==> src/rtl/alu_seq.sv <==
// alu_seq: runs a 16-bit add/shift/xor as two passes through an external
// 8-bit combinational ALU. The FSM goes IDLE -> FIRST -> SECOND -> FIN.
// All outputs, including the ALU drive signals, are registered.
module alu_seq #(
    parameter logic [3:0] OPC_ADD = 4'b0000,
    parameter logic [3:0] OPC_LSH = 4'b0001,
    parameter logic [3:0] OPC_RSH = 4'b0010,
    parameter logic [3:0] OPC_XOR = 4'b0011,
    parameter logic [3:0] OPC_NOP = 4'b1111
) (
    input  logic        clk,
    input  logic        reset_n,
    input  logic        start,
    input  logic [1:0]  opsel,
    input  logic [15:0] a16,
    input  logic [15:0] b16,
    input  logic        cin,
    output logic        busy,
    output logic        done,
    output logic [15:0] result,
    output logic        cout,
    output logic        zero16,
    output logic [7:0]  alu_a,
    output logic [7:0]  alu_b,
    output logic [1:0]  alu_op,
    output logic [1:0]  alu_funct,
    output logic        alu_sc_in,
    input  logic [7:0]  alu_out,
    input  logic        alu_sc_out,
    input  logic        alu_zero
);

    localparam logic [1:0] SEL_RSH = 2'b10;
    localparam logic [1:0] SEL_XOR = 2'b11;

    typedef enum logic [1:0] {IDLE, FIRST, SECOND, FIN} state_t;

    state_t      state_reg;
    logic [1:0]  op_reg;
    logic [15:0] a_reg;
    logic [15:0] b_reg;
    logic [7:0]  first_byte_reg;   // ALU result of the first pass, held until completion
    logic        zero_first_reg;   // ALU zero flag of the first pass

    // Map the operation select onto the ALU {OP,funct} code.
    function automatic logic [3:0] opc(input logic [1:0] sel);
        case (sel)
            2'b00:   opc = OPC_ADD;
            2'b01:   opc = OPC_LSH;
            2'b10:   opc = OPC_RSH;
            default: opc = OPC_XOR;
        endcase
    endfunction

    // Sequencer: latches the request, steers bytes through the ALU and
    // commits the 16-bit result only on the transition into FIN.
    // alu_sc_in doubles as the internal carry between the two passes.
    always_ff @(posedge clk or negedge reset_n) begin
        if (!reset_n) begin
            state_reg           <= IDLE;
            op_reg              <= '0;
            a_reg               <= '0;
            b_reg               <= '0;
            first_byte_reg      <= '0;
            zero_first_reg      <= 1'b0;
            busy                <= 1'b0;
            done                <= 1'b0;
            result              <= '0;
            cout                <= 1'b0;
            zero16              <= 1'b0;
            alu_a               <= '0;
            alu_b               <= '0;
            {alu_op, alu_funct} <= OPC_NOP;
            alu_sc_in           <= 1'b0;
        end else begin
            case (state_reg)
                IDLE: begin
                    if (start) begin
                        op_reg              <= opsel;
                        a_reg               <= a16;
                        b_reg               <= b16;
                        busy                <= 1'b1;
                        state_reg           <= FIRST;
                        {alu_op, alu_funct} <= opc(opsel);
                        // Right shift walks from the high byte down so the
                        // shifted-out bit feeds the lower byte.
                        alu_a     <= (opsel == SEL_RSH) ? a16[15:8] : a16[7:0];
                        alu_b     <= (opsel == SEL_RSH) ? b16[15:8] : b16[7:0];
                        alu_sc_in <= (opsel == SEL_XOR) ? 1'b0 : cin;
                    end
                end
                FIRST: begin
                    first_byte_reg <= alu_out;
                    zero_first_reg <= alu_zero;
                    alu_a     <= (op_reg == SEL_RSH) ? a_reg[7:0] : a_reg[15:8];
                    alu_b     <= (op_reg == SEL_RSH) ? b_reg[7:0] : b_reg[15:8];
                    alu_sc_in <= (op_reg == SEL_XOR) ? 1'b0 : alu_sc_out;
                    state_reg <= SECOND;
                end
                SECOND: begin
                    result <= (op_reg == SEL_RSH) ? {first_byte_reg, alu_out}
                                                  : {alu_out, first_byte_reg};
                    cout                <= (op_reg == SEL_XOR) ? 1'b0 : alu_sc_out;
                    zero16              <= zero_first_reg & alu_zero;
                    done                <= 1'b1;
                    alu_a               <= '0;
                    alu_b               <= '0;
                    {alu_op, alu_funct} <= OPC_NOP;
                    alu_sc_in           <= 1'b0;
                    state_reg           <= FIN;
                end
                FIN: begin
                    done      <= 1'b0;
                    busy      <= 1'b0;
                    state_reg <= IDLE;
                end
                default: state_reg <= IDLE;
            endcase
        end
    end

endmodule

==> config.mk <==
export PLATFORM = sky130hd
export DESIGN_NAME = alu_seq
export DESIGN_NICKNAME = d
export VERILOG_FILES = /design/src/rtl/alu_seq.sv
export SDC_FILE = /design/constraint.sdc
export NUM_CORES = 1
export LEC_CHECK = 0
export ABC_AREA = 0
export BUFFER_PORTS_ARGS = -buffer_cell sky130_fd_sc_hd__buf_2
export CORE_UTILIZATION = 50
export CTS_CLUSTER_SIZE = 40
export DETAILED_ROUTE_END_ITERATION = 8
export PLACE_DENSITY_LB_ADDON = 0.25
export REMOVE_ABC_BUFFERS = 1
export SYNTH_ARGS = -nofsm -noshare
export SYNTH_HDL_FRONTEND = slang
export SYNTH_SLANG_ARGS = --single-unit
==> constraint.sdc <==
create_clock -name clk -period 2.2 [get_ports clk]
set_clock_uncertainty 0.05 [all_clocks]
set_input_delay 0.44 -clock clk [delete_from_list [all_inputs] [get_ports clk]]
set_output_delay 0.44 -clock clk [all_outputs]
set_load 0.02 [all_outputs]
==> metrics.txt <==
Final Max Tran Viols=0; root buffer cell=clkbuf_8; row count=32; Worst Hold Class=input pin to flip-flop; dpl cells=485; Pre-Repair DR Iteration Count=4; wire length on met2=3880 um; Netlist Area Pre-Place=4000 um^2; Ports=89; RSZ-0062 raised after global routing=false; vias in the first global route=2754; share of layout cells above drive strength 1=42.0%; setup TNS=0 ns; total grt overflow=0; DR vias=2710; Post-DP HPWL=5510 um; CTS Buffer Depth=2; Inserted Clock Buffers=9; status=completed; prevailing post-synth register cell=dfrtp_1; CP arrival=1.90 ns; static leakage=0.00215 uW; flop-to-flop setup slack=about 0.47 ns; crit path capture type=flip-flop; post-synthesis sequential area ratio=53.2%; # setup viols final=0; critical-path cell list=inv_1 -> ha_1 -> nand2_1 -> buf_12 -> mux2_1; maxcap violations=0; WL met1=3490 um; Max-slew headroom=72.7%; worst r2r src=state_reg[0]$_DFFE_PN0P_; Setup crit end=b_reg[11]$_DFFE_PN0P_; Worst EP required=2.38 ns; initial antenna violation count=0; startpoint class of the critical path=flip-flop; Cell Pwr Density=about 1600 nW/um^2; insertion delay to the later sink of the worst-skew pair=between 0.3 and 0.4 ns; Critical Path Max Stage Delay=0.40 ns; post-route ant nets=0; fin crit period=1.73 ns; Clock Sink Count=85; Post-synth EDFFs=0; Initial Util=51.8%; Syn. warnings=0; highest routed layer=met4; Highest Clock Rate=0.579 GHz; Nets=roughly 450; Synth Instances=308; Clock transition at path regs=0.08 ns; Max Fanout on Critical Path=26; CTS tree=done; core footprint=7730 um^2; Slew @ Worst Pin=0.409 ns; reg2reg end=b_reg[11]$_DFFE_PN0P_; CP Class=flip-flop to flip-flop; period utilisation layout=just under 80%; Setup crit start=state_reg[0]$_DFFE_PN0P_; Residual DRC=0; die height=91.5 um; detailed-route vias per instance=5.40; Die Span X=roughly 91 um; maximum VDD drop=777 uV; GRT Overall Usage=20.7%; Async SR Flop Fraction=100%; global-route wire length before repair=around 13000 um; Layout area overhead=19.8%; metal3 WL=488 um; number of distinct library cells after synthesis=28; syn_area_per_cell=13.0 um^2; n_diodes=0; routability cong.=0.744; final WL=7940 um; largest net degree at the start of global routing=65; first-iteration detailed-routing DRC count=94; CP max-delay cell=dfrtp_1; final hold vios=0; fin cells=roughly 500; Yosys reg bits=85; Die ar.=8370 um^2; FF-to-FF path depth=5; H-tree depth=3; post-CTS sizing=0; routed length per instance=15.8 um; # port buffers=88
==> cells in the mapped netlist, types with 3 or more instances <==
| cell | number | area, um^2 |
|---|---|---|
| o221ai_2 | 9 | 135 |
| clkbuf_1 | 5 | 18.8 |
| dfrtp_1 | 82 | 2050 |
| nand2_1 | 7 | 26.3 |
| mux2i_1 | 49 | 490 |
| nor2_1 | 19 | 71.3 |
| o21ai_0 | 4 | 20.0 |
| o21a_1 | 17 | 128 |
| nor3_1 | 3 | 15.0 |
| ha_1 | 5 | 62.6 |
| buf_6 | 3 | 33.8 |
| inv_1 | 5 | 18.8 |
| mux2_2 | 39 | 439 |
| a21oi_1 | 20 | 100 |
| buf_2 | 7 | 35.0 |
| dfstp_2 | 3 | 78.8 |
| mux2_1 | 5 | 56.3 |
| o221ai_1 | 8 | 70.1 |
| buf_4 | 6 | 45.0 |
==> per-layer routing <==
| metal | track usage, % | vias to the layer above |
|---|---|---|
| met5 | 0 | - |
| met4 | 6.75 | 0 |
| met3 | 5.70 | 8 |
| met2 | 33.2 | 76 |
| met1 | 27.1 | 1333 |
| li1 | - | 1293 |
==> layout make-up <==
type / instances / area, um^2
clock buffers: 13 / 159
fillers: 640 / 2930
multi-input cells: 194 / 1700
repair buffers: 100 / 598
well taps: 102 / 128
flip-flops and latches: 85 / 2130
clock inverters: 3 / 67.6
inverters: 5 / 18.8
==> critical path: cells and delay by family (launching register included) <==
family | cells | cell delay [ns]
flip-flops | 1 | 0.40
buffers and inverters | 2 | 0.32
adder cells (fa/ha/maj) | 1 | 0.32
multiplexers | 1 | 0.32
AND/OR/NAND/NOR | 1 | 0.17
==> cell families after synthesis <==
| logic type | Yosys count | share of synthesized area (%) |
|---|---|---|
| flip-flops | 85 | 53.2 |
| AO/OA/AOI/OAI | 60 | 11.6 |
| adder cells (fa/ha/maj) | 5 | 1.56 |
| multiplexers | 93 | 24.6 |
| buffers and inverters | 29 | 4.56 |
| AND/OR/NAND/NOR | 36 | 4.41 |
==> cell usage in the layout, fill, tap and decap left out <==
cell type      instances
o221ai_2               9
mux2_1                 5
clkbuf_8              11
o22ai_1                2
dfrtp_1               82
nor2_4                 1
nor3_1                 3
nor2b_4                3
clkbuf_1               2
buf_12                 5
o21ai_0                4
nand2b_1               1
bufinv_16              2
ha_1                   5
buf_2                 87
clkinvlp_4             1
nor2_1                19
nand2_1                7
dlygate4sd3_1          1
a21oi_1               20
dfstp_2                3
mux2i_1               49
o221ai_1               8
inv_1                  5
o21a_1                17
buf_4                  7
nand3_1                2
mux2_2                39
==> power breakdown <==
part | switching (uW) | total (uW) | internal [uW]
Sequential | 435 | 2820 | 2380
Clock | 530 | 1230 | 703
Combinational | 2030 | 3750 | 1720
==> worst min path at each step <==
stage / from / to / slack (ns) / depth (start not counted)
global placement: reset_n / result[3]$_DFFE_PN0P_ / 0.30 / 1
finish: b16[12] / b_reg[12]$_DFFE_PN0P_ / 0.27 / 2
CTS: b16[12] / b_reg[12]$_DFFE_PN0P_ / 0.25 / 2
detailed placement: reset_n / result[11]$_DFFE_PN0P_ / 0.31 / 1
global route: alu_zero / zero_first_reg$_DFFE_PN0N_ / 0.27 / 2
floorplan: reset_n / a_reg[0]$_DFFE_PN0P_ / 0.09 / 0
==> through the flow <==
stage	cell area [um^2]	total power, uW	setup slack (ns)	util (%)	hold WS (ns)
global route	4800	8350	0.363	62.1	0.269
finish	4800	7800	0.472	62.1	0.272
floorplan	3840	5440	-0.126	-	0.0944
CTS	4800	7910	0.464	62.1	0.251
global placement	4560	6510	0.517	59.0	0.298
detailed placement	4560	6650	0.440	59.0	0.306
==> timing repair <==
action,in CTS,in global routing
hold endpoints to repair,18,0
setup endpoints to repair,0,0
buffers inserted,0,0
hold buffers,1,0
No activity file was read; power rests on OpenSTA's default activity.
